--- config.mk ---
export PLATFORM = sky130hd
export DESIGN_NAME = led_scan_driver_flat
export DESIGN_NICKNAME = d
export VERILOG_FILES = /design/src/rtl/led_scan_driver_if.sv /design/src/rtl/led_scan_driver.sv /design/src/flat_wrapper.sv
export SDC_FILE = /design/constraint.sdc
export NUM_CORES = 1
export LEC_CHECK = 0
export ABC_AREA = 1
export BUFFER_PORTS_ARGS = -buffer_cell sky130_fd_sc_hd__buf_2
export CAP_MARGIN = 20
export CORE_MARGIN = 2
export CORE_UTILIZATION = 55
export CTS_CLUSTER_SIZE = 25
export DETAILED_ROUTE_END_ITERATION = 12
export PLACE_DENSITY_LB_ADDON = 0.15
export SYNTH_ARGS = -nofsm -noshare
export SYNTH_HDL_FRONTEND = slang
export SYNTH_SLANG_ARGS = --single-unit
--- constraint.sdc ---
create_clock -name clk -period 5.4 [get_ports clk]
set_clock_uncertainty 0.15 [all_clocks]
set_input_delay 0.27 -clock clk [delete_from_list [all_inputs] [get_ports clk]]
set_output_delay 0.27 -clock clk [all_outputs]
set_load 0.1 [all_outputs]
--- src/rtl/led_scan_driver_if.sv ---
// Display-side bundle for the 4-digit scan driver: digit patterns and
// update handshake in, anode/segment pins and frame pulse out.
interface led_scan_driver_if;
    logic [7:0] in0;
    logic [7:0] in1;
    logic [7:0] in2;
    logic [7:0] in3;
    logic       update_req;
    logic       update_ack;
    logic [3:0] an;
    logic [7:0] seg;
    logic       frame_done;

    modport master (
        output in0, in1, in2, in3, update_req,
        input  update_ack, an, seg, frame_done
    );

    modport slave (
        input  in0, in1, in2, in3, update_req,
        output update_ack, an, seg, frame_done
    );
endinterface

--- src/rtl/led_scan_driver.sv ---
// Time-multiplexed 4-digit 7-segment scan driver with per-slot blanking
// and frame-boundary shadow loading via a req/ack handshake.
module led_scan_driver #(
    parameter int unsigned DIV   = 50000,
    parameter int unsigned BLANK = 500
) (
    input  logic               clk,
    input  logic               rst,
    led_scan_driver_if.slave   bus
);

    localparam int unsigned CW = (DIV > 1) ? $clog2(DIV) : 1;
    localparam logic [CW-1:0] CNT_LAST  = CW'(DIV - 1);
    localparam logic [CW-1:0] CNT_BLANK = CW'(BLANK);

    typedef enum logic {
        PH_BLANK,
        PH_DRIVE
    } phase_e;

    logic [CW-1:0] cnt_q, cnt_d;
    logic [1:0]    idx_q, idx_d;
    logic [7:0]    sh_q [4];
    logic [7:0]    sh_d [4];
    logic          pending_q, pending_d;
    logic [3:0]    an_q, an_d;
    logic [7:0]    seg_q, seg_d;
    logic          ack_q, ack_d;
    logic          fd_q, fd_d;

    phase_e        phase;
    logic          slot_end;
    logic          boundary;
    logic          load;

    always_comb begin
        phase     = (cnt_q < CNT_BLANK) ? PH_BLANK : PH_DRIVE;
        slot_end  = (cnt_q == CNT_LAST);
        boundary  = slot_end && (idx_q == 2'd3);
        load      = boundary && (pending_q || bus.update_req);

        cnt_d     = slot_end ? '0 : cnt_q + 1'b1;
        idx_d     = slot_end ? idx_q + 2'd1 : idx_q;

        an_d      = '1;
        seg_d     = '1;
        if (phase == PH_DRIVE) begin
            an_d  = ~(4'b0001 << idx_q);
            seg_d = ~sh_q[idx_q];
        end

        fd_d      = boundary;
        ack_d     = load;

        sh_d[0]   = sh_q[0];
        sh_d[1]   = sh_q[1];
        sh_d[2]   = sh_q[2];
        sh_d[3]   = sh_q[3];
        if (load) begin
            sh_d[0] = bus.in0;
            sh_d[1] = bus.in1;
            sh_d[2] = bus.in2;
            sh_d[3] = bus.in3;
        end

        // A boundary either loads (consuming the request) or had nothing pending.
        pending_d = boundary ? 1'b0 : (pending_q || bus.update_req);
    end

    always_ff @(posedge clk) begin
        if (rst) begin
            cnt_q     <= '0;
            idx_q     <= '0;
            for (int unsigned i = 0; i < 4; i++) sh_q[i] <= '0;
            pending_q <= 1'b0;
            an_q      <= '1;
            seg_q     <= '1;
            ack_q     <= 1'b0;
            fd_q      <= 1'b0;
        end else begin
            cnt_q     <= cnt_d;
            idx_q     <= idx_d;
            for (int unsigned i = 0; i < 4; i++) sh_q[i] <= sh_d[i];
            pending_q <= pending_d;
            an_q      <= an_d;
            seg_q     <= seg_d;
            ack_q     <= ack_d;
            fd_q      <= fd_d;
        end
    end

    assign bus.an         = an_q;
    assign bus.seg        = seg_q;
    assign bus.update_ack = ack_q;
    assign bus.frame_done = fd_q;

endmodule
--- src/flat_wrapper.sv ---
// flat-port wrapper written by rule: the top's interface ports become plain ports
module led_scan_driver_flat 
#(
    parameter int unsigned DIV   = 50000,
    parameter int unsigned BLANK = 500
)
  (clk, rst, bus_in0, bus_in1, bus_in2, bus_in3, bus_update_req, bus_update_ack, bus_an, bus_seg, bus_frame_done);
  led_scan_driver_if bus_i ();
  input  logic clk;
  input  logic rst;
  input wire logic [$bits(bus_i.in0)-1:0] bus_in0;
  input wire logic [$bits(bus_i.in1)-1:0] bus_in1;
  input wire logic [$bits(bus_i.in2)-1:0] bus_in2;
  input wire logic [$bits(bus_i.in3)-1:0] bus_in3;
  input wire logic [$bits(bus_i.update_req)-1:0] bus_update_req;
  output wire logic [$bits(bus_i.update_ack)-1:0] bus_update_ack;
  output wire logic [$bits(bus_i.an)-1:0] bus_an;
  output wire logic [$bits(bus_i.seg)-1:0] bus_seg;
  output wire logic [$bits(bus_i.frame_done)-1:0] bus_frame_done;
  assign bus_i.in0 = bus_in0;
  assign bus_i.in1 = bus_in1;
  assign bus_i.in2 = bus_in2;
  assign bus_i.in3 = bus_in3;
  assign bus_i.update_req = bus_update_req;
  assign bus_update_ack = bus_i.update_ack;
  assign bus_an = bus_i.an;
  assign bus_seg = bus_i.seg;
  assign bus_frame_done = bus_i.frame_done;
  led_scan_driver #(.DIV(DIV), .BLANK(BLANK)) u_core (.clk(clk), .rst(rst), .bus(bus_i));
endmodule
# == Word level (Yosys, flattened, before mapping) ==
# Memories as Yosys holds them, arrays and structs flattened. A register that Yosys moved wholly into a read port is not among the register bits.
# Index checks and enable logic that the tools add are counted.
# totals
mem_count,1
ff_bits,33
input_bits,35
mem_bits_rw,32
word_cells,38
# classes
n_shift,1
n_addsub,2
n_bitwise,6
n_lt_le_gt_ge,1
muxes,10
eq_ne,3
n_reduce_logical,7
# memory_table
name,words,width,read_ports,rd_clocked_by_memory_dff,wr,line_no,text
u_core.sh_q,4,8,1,1,4,led_scan_driver.sv:23,logic [7:0] sh_q [4];
# op_table
op,n
$mux 32,1
$mux 8,4
$add 16x1->16 const B,1
$eq 16x16->1 const B,1
$lt 16x9->1 const B,1
$not 8->8,1
$reduce_or 2->1,3
$mux 2,2
$not 4->4,1
$or 1x1->1,4
$shl 1x2->4 const A,1
$mux 1,3
$add 2x1->2 const B,1
$eq 2x2->1 const B,1
$logic_and 1x1->1,2
$reduce_and 2->1,1
$logic_or 1x1->1,1
$ne 1x1->1 const B,1

# == Depth between registers and ports, before layout ==
# logic_depth
depth_word,6
depth_mapped,8
ltp_nobuf,8

# == Least setup slack after synthesis ==
# Ideal clock, no wire load.
# synth_path
path_kind,reg-to-reg
startpoint,register u_core.cnt_q[0]
endpoint,memory u_core.sh_q[0][0] (enable)
arrival_time_ns,3.314
period_less_slack_ns,3.930
slack_ns,1.470
n_path_buf,0
stages_incl_launch_ff,6
cell_sequence,dfxtp_1 -> ha_1 -> nand3_2 -> nor2_4 -> nand4_4 -> o21ai_0
# synth_rtl
element,line_no,text
from (decl),led_scan_driver.sv:21,"logic [CW-1:0] cnt_q, cnt_d;"
from (signal assigned),led_scan_driver.sv:81,cnt_q <= cnt_d;
to (decl),led_scan_driver.sv:23,

==> flow_metrics.py <==
metrics = {
    "die": {
        "coreArea_um2": 5473,
        "fp-row-count": 27,
        "ioPinCount": 49,
        "die_area_um2": 6261,
        "start_util_pct": 56.72,
        "die_h_um": 79.13,
        "die_w_um": 79.13,
    },
    "flow_run": {
        "cap_violations": 0,
    },
    "clock_tree": {
        "root_buffer": "clkbuf_8",
        "h-tree-depth": 3,
        "cts_made_buffers": 9,
        "clock-sinks": 67,
        "cts_setup_buffers": 0,
        "hold_buffers": 1,
        "cts-resized-gates": 0,
        "cts_tree": "yes",
        "clockBufferDepth": 2,
        "clock_latency_ns": 0.34,
        "clk_pin_slew_worst_paths_ns": 0.07,
    },
    "timing": {
        "worst_slew_pin_slew_ns": 0.6882,
        "slew_violations": 0,
        "fin_crit_sh_pct": 49.77,
        "fin_tns_setup_ns": 0,
        "fmax_ghz": 0.3721,
        "finalHoldViolations": 0,
        "slew_headroom_pct": 54.03,
        "rsz0062_at_grt": "no",
        "setup_violations": 0,
        "finalCriticalPeriod_ns": 2.688,
    },
    "placed_design": {
        "gp_congestion": 0.8251,
        "hpwl_um": 3870,
        "portBuffers": 48,
    },
    "routing": {
        "vias": 2268,
        "via_per_inst": 4.941,
        "top_layer": "met4",
        "first_pass_iters": 4,
        "drc": 0,
        "drt-total-wl_um": 5611,
        "antenna_left": 0,
        "wl_met3_um": 295,
        "wl_met1_um": 2615,
        "dr_wl_met2_um": 2634,
        "drtIter0Drc": 107,
        "wl_per_cell_um": 12.22,
    },
    "synth": {
        "ys_seq_area_share_pct": 53.53,
        "syn_inst": 334,
        "ys_types": 26,
        "synth_fp_nets": 374,
        "synthXorXnorAreaFrac_pct": 1.411,
        "synthSimpleGateAreaFrac_pct": 27.85,
        "synth_compound_area_share_pct": 5.804,
        "synthMuxAreaShare_pct": 0,
        "netlist_area_um2": 3104,
        "yosys_warnings": 0,
        "synthAdderAreaFrac_pct": 2.015,
        "synth_top_family_by_area": "simple AND/OR/NAND/NOR gates",
        "yosys_register_bits": 67,
        "syn_area_per_cell_um2": 9.294,
    },
    "grt": {
        "grt_pass1_wl_um": 9149,
        "gr-total-overflow": 0,
        "grt_antenna_before_repair": 0,
        "grt_max_degree": 36,
        "grt_pass1_vias": 2004,
        "grt_usage_pct": 19.49,
    },
    "worst_setup_path": {
        "cp_data_arrival_time_ns": 2.53,
        "worst-r2r-cell-count": 6,
        "critical_path.startpoint": "u_core.cnt_q[0]",
        "path_class": "reg -> reg",
        "r2r_end": "u_core.sh_q[3][0]",
        "cp-end-kind": "flop",
        "r2r_setup_slack_ns": 2.71,
        "worstSetupStartpointType": "flop",
        "rr_startpoint": "u_core.cnt_q[0]",
        "crit_fanout": 35,
        "worstSetupEndpoint": "u_core.sh_q[3][0]",
        "required_ns": 5.25,
    },
    "layout": {
        "fin_util_pct": 65.46,
        "area_delta_synth_final_pct": 15.40,
        "drive_gt1_share_pct": 27.39,
        "antenna_cells": 0,
        "fin_nets": 422,
        "fill_cells": 475,
    },
    "worst_hold_path": {
        "worstHoldPathType": "in -> reg",
        "hold_path_depth": 3,
    },
    "power_and_ir_drop": {
        "power.density_nw_per_um2": 285.5,
        "ir_drop_mv": 0.1645,
        "p_leak_nw": 1.399,
    },
    "run_status": {
        "status": "completed",
    },
}
-- stage by stage --
step,hold slack (ns),cells,instance area (um2),worst slack (ns),power [mW]
4_1_cts,0.1046,459,3582,2.670,1.032
2_1_floorplan,0.1961,334,3104,1.470,0.5838
5_1_grt,0.1046,459,3582,2.492,1.061
3_5_place_dp,0.2870,442,3361,2.674,0.6016
6_report,0.1193,459,3582,2.712,1.023
3_3_place_gp,0.2820,442,3361,2.761,0.6002
-- routing by layer --
layer | vias to the layer above | global-route usage (%)
li1 | 1181 | -
met1 | 1021 | 25.48
met2 | 60 | 29.92
met3 | 6 | 6.477
met4 | 0 | 7.759
met5 | - | 0
-- worst min-delay path by stage --
stage                     from                    end  slack (ns)
6_report            bus_in0[1]      u_core.sh_q[0][1]        0.12
5_1_grt             bus_in3[1]      u_core.sh_q[3][1]        0.10
4_1_cts             bus_in0[1]      u_core.sh_q[0][1]        0.10
3_5_place_dp   u_core.cnt_q[0]        u_core.cnt_q[0]        0.29
3_3_place_gp   u_core.cnt_q[0]        u_core.cnt_q[0]        0.28
2_1_floorplan              rst  u_core.bus.frame_done        0.20
-- cells in the mapped netlist, drive strengths merged --
library cell  count  area share (%)
nor3             34              10
nor3b             1            0.24
ha                5             2.0
nor2             32             4.4
dfxtp            35              23
nand4             7             1.9
inv              53             6.4
nand2            56             7.0
buf              12             2.7
edfxtp           32              31
a21oi            33             5.3
clkbuf            2            0.24
o21ai             3            0.48
xor2              1            0.28
or2               2            0.40
xnor2             4             1.1
nand3            22             3.9
-- layout make-up --
class                   count  area [um2]  area share, %
clock buffers              10       148.9          4.156
multi-input cells         200        1155          32.24
inverters                  53       198.9          5.554
flip-flops and latches     67        1662          46.38
repair buffers             51       265.3          7.405
well taps                  72       90.09          2.515
clock inverters             6       62.56          1.746
-- cells in the final DEF (no fill, tap or decap) --
master         instances
nor3_2                28
ha_1                   5
xor2_1                 1
nor2_1                29
buf_2                 48
nand3_1               20
o21ai_2                1
nand4_1                6
nor3b_1                1
inv_2                  1
nor3_1                 6
clkbuf_8               9
dlygate4sd3_1          1
clkinv_4               2
clkinv_2               3
nand2_2                3
buf_4                  2
or2_2                  1
or2_0                  1
o21ai_0                2
nand4_4                1
edfxtp_1              32
nand3_2                2
a21oi_1               33
xnor2_1                4
inv_1                 52
nor2_2                 1
nor2_4                 2
bufinv_16              1
clkbuf_16              1
dfxtp_1               35
nand2_1               53
-- where the power goes --
| part | switching [mW] | total [mW] | internal (mW) |
|---|---|---|---|
| combinational | 0.0286 | 0.0452 | 0.0166 |
| clock | 0.192 | 0.433 | 0.240 |
| sequential | 0.00393 | 0.545 | 0.541 |
-- state kept, by name, indices dropped and copies added (netlist names), named ones only --
register               count
u_core.cnt_q              16
u_core.pending_q           1
u_core.bus.frame_done      1
u_core.idx_q               2
u_core.bus.update_ack      1
u_core.bus.an              4
u_core.sh_q               32
u_core.bus.seg             8
-- cell families after synthesis --
logic type | count (synthesis)
adders and majority gates | 5
xor gates and xnor gates | 5
and+or+nand+nor | 154
buffers and inverters | 67
AOI/OAI and AO/OA | 36
DFF | 67
-- critical path, cell delays in order (launching register included) --
cell and delay [ns]:
dfxtp_1 0.36, ha_1 0.20, nand3_2 0.15, nor2_4 0.20, nand4_4 0.57, o21ai_2 0.31
buf_4 0.39
Power figures use the tool's default switching activity.
